`src/rtl/systolic_skew_feeder_pkg.sv`:
```
// Shared types and constants for the skew feeder.
// Holds FSM encodings, a clog2 helper and the default array geometry.
package systolic_skew_feeder_pkg;

    localparam int DEF_LANES  = 16;
    localparam int DEF_DATA_W = 16;

    typedef enum logic [1:0] {
        ST_IDLE  = 2'd0,
        ST_FEED  = 2'd1,
        ST_DRAIN = 2'd2
    } state_t;

    function automatic int clog2(input int v);
        return (v <= 1) ? 1 : $clog2(v);
    endfunction

endpackage

```
`src/rtl/systolic_skew_feeder_skew_delay_lane.sv`:
```
// Per-lane delay line carrying {valid, data}.
// DEPTH register stages, every stage cleared by the async reset.
module skew_delay_lane #(
    parameter int DEPTH = 1,
    parameter int W     = 16
) (
    input  logic         clk,
    input  logic         rst_n,
    input  logic         i_valid,
    input  logic [W-1:0] i_data,
    output logic         o_valid,
    output logic [W-1:0] o_data
);

    logic [DEPTH-1:0] r_valid;
    logic [W-1:0]     r_data [DEPTH];

    // shift valid and data one stage per clock
    always_ff @(posedge clk or negedge rst_n) begin
        if (!rst_n) begin
            r_valid <= '0;
            for (int i = 0; i < DEPTH; i++) begin
                r_data[i] <= '0;
            end
        end else begin
            r_valid[0] <= i_valid;
            r_data[0]  <= i_data;
            for (int i = 1; i < DEPTH; i++) begin
                r_valid[i] <= r_valid[i-1];
                r_data[i]  <= r_data[i-1];
            end
        end
    end

    assign o_valid = r_valid[DEPTH-1];
    assign o_data  = r_data[DEPTH-1];

endmodule

```
`src/rtl/systolic_skew_feeder.sv`:
```
// Input stage of the systolic array: vector FIFO plus diagonal skew.
// Lane k of each popped vector appears k cycles after lane 0.
module systolic_skew_feeder
    import systolic_skew_feeder_pkg::*;
#(
    parameter int LANES      = DEF_LANES,
    parameter int DATA_W     = DEF_DATA_W,
    parameter int FIFO_DEPTH = 4
) (
    input  logic                    clk,
    input  logic                    rst_n,
    input  logic                    in_valid,
    output logic                    in_ready,
    input  logic [LANES*DATA_W-1:0] in_data,
    input  logic                    in_last,
    output logic [LANES*DATA_W-1:0] out_data,
    output logic [LANES-1:0]        out_lane_valid,
    output logic                    tile_done,
    output logic                    busy
);

    localparam int VW = LANES * DATA_W;
    localparam int AW = clog2(FIFO_DEPTH);
    localparam int CW = clog2(LANES);
    localparam logic [CW-1:0] CNT_LAST = CW'(LANES - 2);

    logic [VW:0]   r_mem [FIFO_DEPTH];
    logic [AW:0]   r_wr_ptr;
    logic [AW:0]   r_rd_ptr;
    logic          w_empty;
    logic          w_full;
    logic          w_push;
    logic          w_pop;
    logic [VW:0]   w_head;
    state_t        r_state;
    state_t        w_state_nxt;
    logic [CW-1:0] r_cnt;
    logic [CW-1:0] w_cnt_nxt;
    logic          r_stg_valid;
    logic          r_stg_last;
    logic [VW-1:0] r_stg_data;
    logic [DATA_W:0] w_end_q;

    assign w_empty  = (r_wr_ptr == r_rd_ptr);
    assign w_full   = (r_wr_ptr[AW] != r_rd_ptr[AW]) &&
                      (r_wr_ptr[AW-1:0] == r_rd_ptr[AW-1:0]);
    assign w_push   = in_valid && !w_full;
    assign w_head   = r_mem[r_rd_ptr[AW-1:0]];
    assign in_ready = !w_full;
    assign busy     = (r_state != ST_IDLE) || !w_empty;

    // FIFO storage of {last, data} and its wrap-safe pointers
    always_ff @(posedge clk or negedge rst_n) begin
        if (!rst_n) begin
            r_wr_ptr <= '0;
            r_rd_ptr <= '0;
            for (int i = 0; i < FIFO_DEPTH; i++) begin
                r_mem[i] <= '0;
            end
        end else begin
            if (w_push) begin
                r_mem[r_wr_ptr[AW-1:0]] <= {in_last, in_data};
                r_wr_ptr <= r_wr_ptr + (AW+1)'(1);
            end
            if (w_pop) begin
                r_rd_ptr <= r_rd_ptr + (AW+1)'(1);
            end
        end
    end

    // FSM state and drain counter registers
    always_ff @(posedge clk or negedge rst_n) begin
        if (!rst_n) begin
            r_state <= ST_IDLE;
            r_cnt   <= '0;
        end else begin
            r_state <= w_state_nxt;
            r_cnt   <= w_cnt_nxt;
        end
    end

    // pop decision and next state; a last entry starts the drain
    always_comb begin
        w_pop       = 1'b0;
        w_state_nxt = r_state;
        w_cnt_nxt   = r_cnt;
        unique case (r_state)
            ST_IDLE, ST_FEED: begin
                if (!w_empty) begin
                    w_pop = 1'b1;
                    if (w_head[VW]) begin
                        w_state_nxt = ST_DRAIN;
                        w_cnt_nxt   = '0;
                    end else begin
                        w_state_nxt = ST_FEED;
                    end
                end
            end
            ST_DRAIN: begin
                if (r_cnt == CNT_LAST) begin
                    w_state_nxt = ST_IDLE;
                    w_cnt_nxt   = '0;
                end else begin
                    w_cnt_nxt = r_cnt + CW'(1);
                end
            end
            default: begin
                w_state_nxt = ST_IDLE;
                w_cnt_nxt   = '0;
            end
        endcase
    end

    // pop stage; lane 0 is driven straight from it, bubbles carry zeros
    always_ff @(posedge clk or negedge rst_n) begin
        if (!rst_n) begin
            r_stg_valid <= 1'b0;
            r_stg_last  <= 1'b0;
            r_stg_data  <= '0;
        end else begin
            r_stg_valid <= w_pop;
            r_stg_last  <= w_pop && w_head[VW];
            r_stg_data  <= w_pop ? w_head[VW-1:0] : '0;
        end
    end

    assign out_data[DATA_W-1:0] = r_stg_data[DATA_W-1:0];
    assign out_lane_valid[0]    = r_stg_valid;

    generate
        for (genvar k = 1; k < LANES; k++) begin : g_lane
            if (k < LANES - 1) begin : g_mid
                skew_delay_lane #(
                    .DEPTH (k),
                    .W     (DATA_W)
                ) u_dly (
                    .clk     (clk),
                    .rst_n   (rst_n),
                    .i_valid (r_stg_valid),
                    .i_data  (r_stg_data[k*DATA_W +: DATA_W]),
                    .o_valid (out_lane_valid[k]),
                    .o_data  (out_data[k*DATA_W +: DATA_W])
                );
            end else begin : g_end
                // last lane also carries the tile's last flag
                skew_delay_lane #(
                    .DEPTH (k),
                    .W     (DATA_W + 1)
                ) u_dly (
                    .clk     (clk),
                    .rst_n   (rst_n),
                    .i_valid (r_stg_valid),
                    .i_data  ({r_stg_last,
                               r_stg_data[k*DATA_W +: DATA_W]}),
                    .o_valid (out_lane_valid[k]),
                    .o_data  (w_end_q)
                );
                assign out_data[k*DATA_W +: DATA_W] = w_end_q[DATA_W-1:0];
            end
        end
    endgenerate

    assign tile_done = w_end_q[DATA_W];

endmodule

```
`config.mk`:
```
export PLATFORM = sky130hd
export DESIGN_NAME = systolic_skew_feeder
export DESIGN_NICKNAME = d
export VERILOG_FILES = /design/src/rtl/systolic_skew_feeder_pkg.sv /design/src/rtl/systolic_skew_feeder_skew_delay_lane.sv /design/src/rtl/systolic_skew_feeder.sv
export SDC_FILE = /design/constraint.sdc
export NUM_CORES = 2
export LEC_CHECK = 0
export BUFFER_PORTS_ARGS = -buffer_cell sky130_fd_sc_hd__buf_2
export CAP_MARGIN = 20
export CORE_MARGIN = 8
export CORE_UTILIZATION = 40
export CTS_CLUSTER_DIAMETER = 60
export DETAILED_ROUTE_END_ITERATION = 12
export PLACE_DENSITY = 0.61
export SLEW_MARGIN = 20
export SYNTH_ARGS = -nofsm -noshare
export SYNTH_HDL_FRONTEND = slang
export SYNTH_SLANG_ARGS = --single-unit
```
`constraint.sdc`:
```
create_clock -name clk -period 5.4 [get_ports clk]
set_clock_uncertainty 0.15 [all_clocks]
set_input_delay 0.27 -clock clk [delete_from_list [all_inputs] [get_ports clk]]
set_output_delay 0.27 -clock clk [all_outputs]
set_load 0.03 [all_outputs]
```
==> flow_metrics.tcl <==
set metrics [dict create \
    drc 0 \
    syn_to_final_growth_pct 18.9 \
    fp.dieArea_um2 276000 \
    final_antenna_net_count 0 \
    path_max_fanout 32 \
    critPathBufInv 2 \
    drtIter0Drc 2133 \
    ys_seq_area_frac 0.784 \
    rr_worst_depth 5 \
    placementRows 187 \
    start_kind "flop" \
    portBuffers 534 \
    hold_buffers 304 \
    slew_headroom 0.297 \
    finalWirelength_um 190000 \
    setup-violations-final 0 \
    drive_gt1_frac 0.242 \
    grt_use_total 0.139 \
    grt_max_degree 169 \
    synth.net_count 5553 \
    filler_cell_count 21400 \
    r2r_slack_ns 2.03 \
    via_count 45100 \
    num_io_pins 535 \
    cts_buffers 337 \
    path_delay_family "buffers and inverters" \
    multiInputGateArea_um2 19400 \
    h-tree-depth 5 \
    slowest_delay_ns 0.90 \
    avgViaCountPerCell 4.61 \
    fin_crit_sh 0.625 \
    cp_common_cell "buf_4" \
    cp.arrival_ns 3.92 \
    drtPass1Iterations 4 \
    synth_edf_count 0 \
    cts_max_path_buffers 4 \
    synthCells 5286 \
    worstSetupEndpointType "flop" \
    start_util 0.401 \
    worstSetupPathType "flop to flop" \
    ir_worst_vdd_v 0.000465 \
    grt_pass1_vias 51300 \
    holdCritStartpoint "in_data[206]" \
    hpwl_um 108000 \
    syn_area_um2 104000 \
    synth.distinct_cells 32 \
    critical_path.cell_chain "xnor2_2 > a31oi_4 > buf_4 > buf_4 > mux2_1" \
    clock-root-buffer "clkbuf_16" \
    run_status "completed" \
    hold_viol 0 \
    hp-class "input pin to flop" \
    ys_seq_elements 3248 \
    clk_pin_slew_ns 0.06 \
    r2r-start "r_rd_ptr[0]" \
    period_minus_slack_ns 3.37 \
    yosys_warnings 0 \
    max_freq_ghz 0.297 \
    grt_pass1_wl_um 304000 \
    num-nets-final 6365 \
    cpMaxStageDelayCell "dfrtp_4" \
    synth.area.top_cells "dfrtp_1 (78%), mux2_1 (9.7%), mux4_2 (5.6%)" \
    cts_tree "done" \
    required_ns 5.95 \
    final_area_um2 123000 \
    synth_ff_type "dfrtp_1" \
    clk-insertion-delay-late_ns 0.90 \
    postCtsSetupBuffers 0 \
    p_per_area_nw_per_um2 625 \
    setup_tns_ns 0 \
    synth_area_leader_cell "dfrtp_1" \
    min_to "r_mem[463]" \
    postSynth.asyncResetShare 1.00 \
    rr_endpoint "r_mem[348]" \
    post_cts_resized 0 \
    slew_violations 0 \
    synth_top_area_share 0.784 \
    worst_pin_slew_ns 1.05 \
    syn_avg_cell_area_um2 19.6 \
    final-seq-area_um2 81300 \
    fp.coreArea_um2 259000 \
    clock_sinks 3248 \
    cap_violations 0 \
    utilization 0.477 \
    rsz0062_at_grt "no" \
    wire_per_inst_um 19.4 \
    place.gp.congestion 0.713 \
    die_h_um 525 \
    dieWidth_um 525 \
    antenna_found_initial 45 \
    p_leak_nw 57.5 \
    grt_overflow 0 \
    hold_depth 3 \
    placed_area_um2 109000 \
]
cells in the mapped netlist (all sizes together) (3+ instances only):
master / instances
o311ai: 3
mux2: 1030
nand2: 6
buf: 381
nand3: 5
ha: 7
dfrtp: 3248
a31oi: 5
clkbuf: 57
xnor2: 5
mux4: 257
inv: 10
xor2: 4
nor2b: 257
tightest hold or removal path: cells and delay by family:
| family | cells | cell delay (ns) |
|---|---|---|
| buffers and inverters | 2 | 0.65 |
| multiplexers | 1 | 0.13 |
stage by stage:
stage	instances	total power (W)	hold WS [ns]	setup slack, ns
5_1_grt	9770	0.0813	0.0343	1.84
3_5_place_dp	8857	0.0545	0.185	1.99
6_report	9776	0.0770	0.0821	2.03
3_3_place_gp	8857	0.0535	0.181	2.07
2_1_floorplan	5286	0.0496	-0.176	3.29
4_1_cts	9759	0.0784	0.00211	1.93
worst max-delay path by stage:
stage                      startpoint         end  depth (start not counted)
after CTS                 r_rd_ptr[0]  r_mem[348]                          5
after detailed placement  r_rd_ptr[0]  r_mem[347]                          5
after global placement    r_rd_ptr[0]  r_mem[343]                          5
after floorplan           r_rd_ptr[1]  r_mem[227]                          6
after global routing      r_rd_ptr[0]  r_mem[348]                          5
final                     r_rd_ptr[0]  r_mem[348]                          5
metal layers:
metal  global-route usage  vias up  part of all wire
met3               0.0350      433             0.051
li1                     -    19400                 -
met5                    0        -           0.00076
met2                0.228      861              0.49
met4               0.0475       24             0.034
met1                0.181    24300              0.43
cells by family (layout without fill, tap and decap cells):
group | after synthesis | after routing | synth area share
flops | 3248 | 3248 | 0.784
xor+xnor | 9 | 9 | 0.00109
mux | 1287 | 1287 | 0.168
buf+inv | 448 | 1519 | 0.0281
fa+ha+maj | 7 | 7 | 0.000845
other cells | 0 | 17 | 0
compound gates | 13 | 13 | 0.00163
simple gates | 274 | 274 | 0.0163
power by group:
| part | internal, W | leakage, nW | switching [W] |
|---|---|---|---|
| Combinational | 0.00804 | 10.7 | 0.00798 |
| Sequential | 0.0341 | 41.2 | 0.00370 |
| Clock | 0.0139 | 5.57 | 0.00928 |
area by class of cell:
type                            instances  share of cell area
Sequential cell                      3248               0.660
Multi-Input combinational cell       1590               0.158
Clock buffer                          481              0.0792
Timing Repair Buffer                  911              0.0549
Tap cell                             3402              0.0345
Clock inverter                        117              0.0131
Antenna cell                           17            0.000345
Inverter                               10            0.000305
registers in the layout, indices dropped and copies added (netlist names), 4 cells and up:
signal                      cells
g_lane.g_end.u_dly.r_data     238
r_mem                        1028
g_lane.g_end.u_dly.o_data      17
g_lane.g_mid.u_dly.o_data     224
r_cnt                           4
g_lane.g_mid.u_dly.r_data    1456
r_stg_data                    256
g_lane.g_end.u_dly.r_valid      4
g_lane.g_mid.u_dly.r_valid     11
cell usage in the layout, fill, tap and decap left out, drive strengths merged, types with 7 or more instances in the layout:
master	n
clkbuf	481
bufinv	26
diode	17
clkinvlp	13
dfrtp	3248
mux4	257
inv	27
buf	608
clkinv	61
dlygate4sd3	303
nor2b	257
ha	7
mux2	1030
No activity file was read; power rests on OpenSTA's default activity.
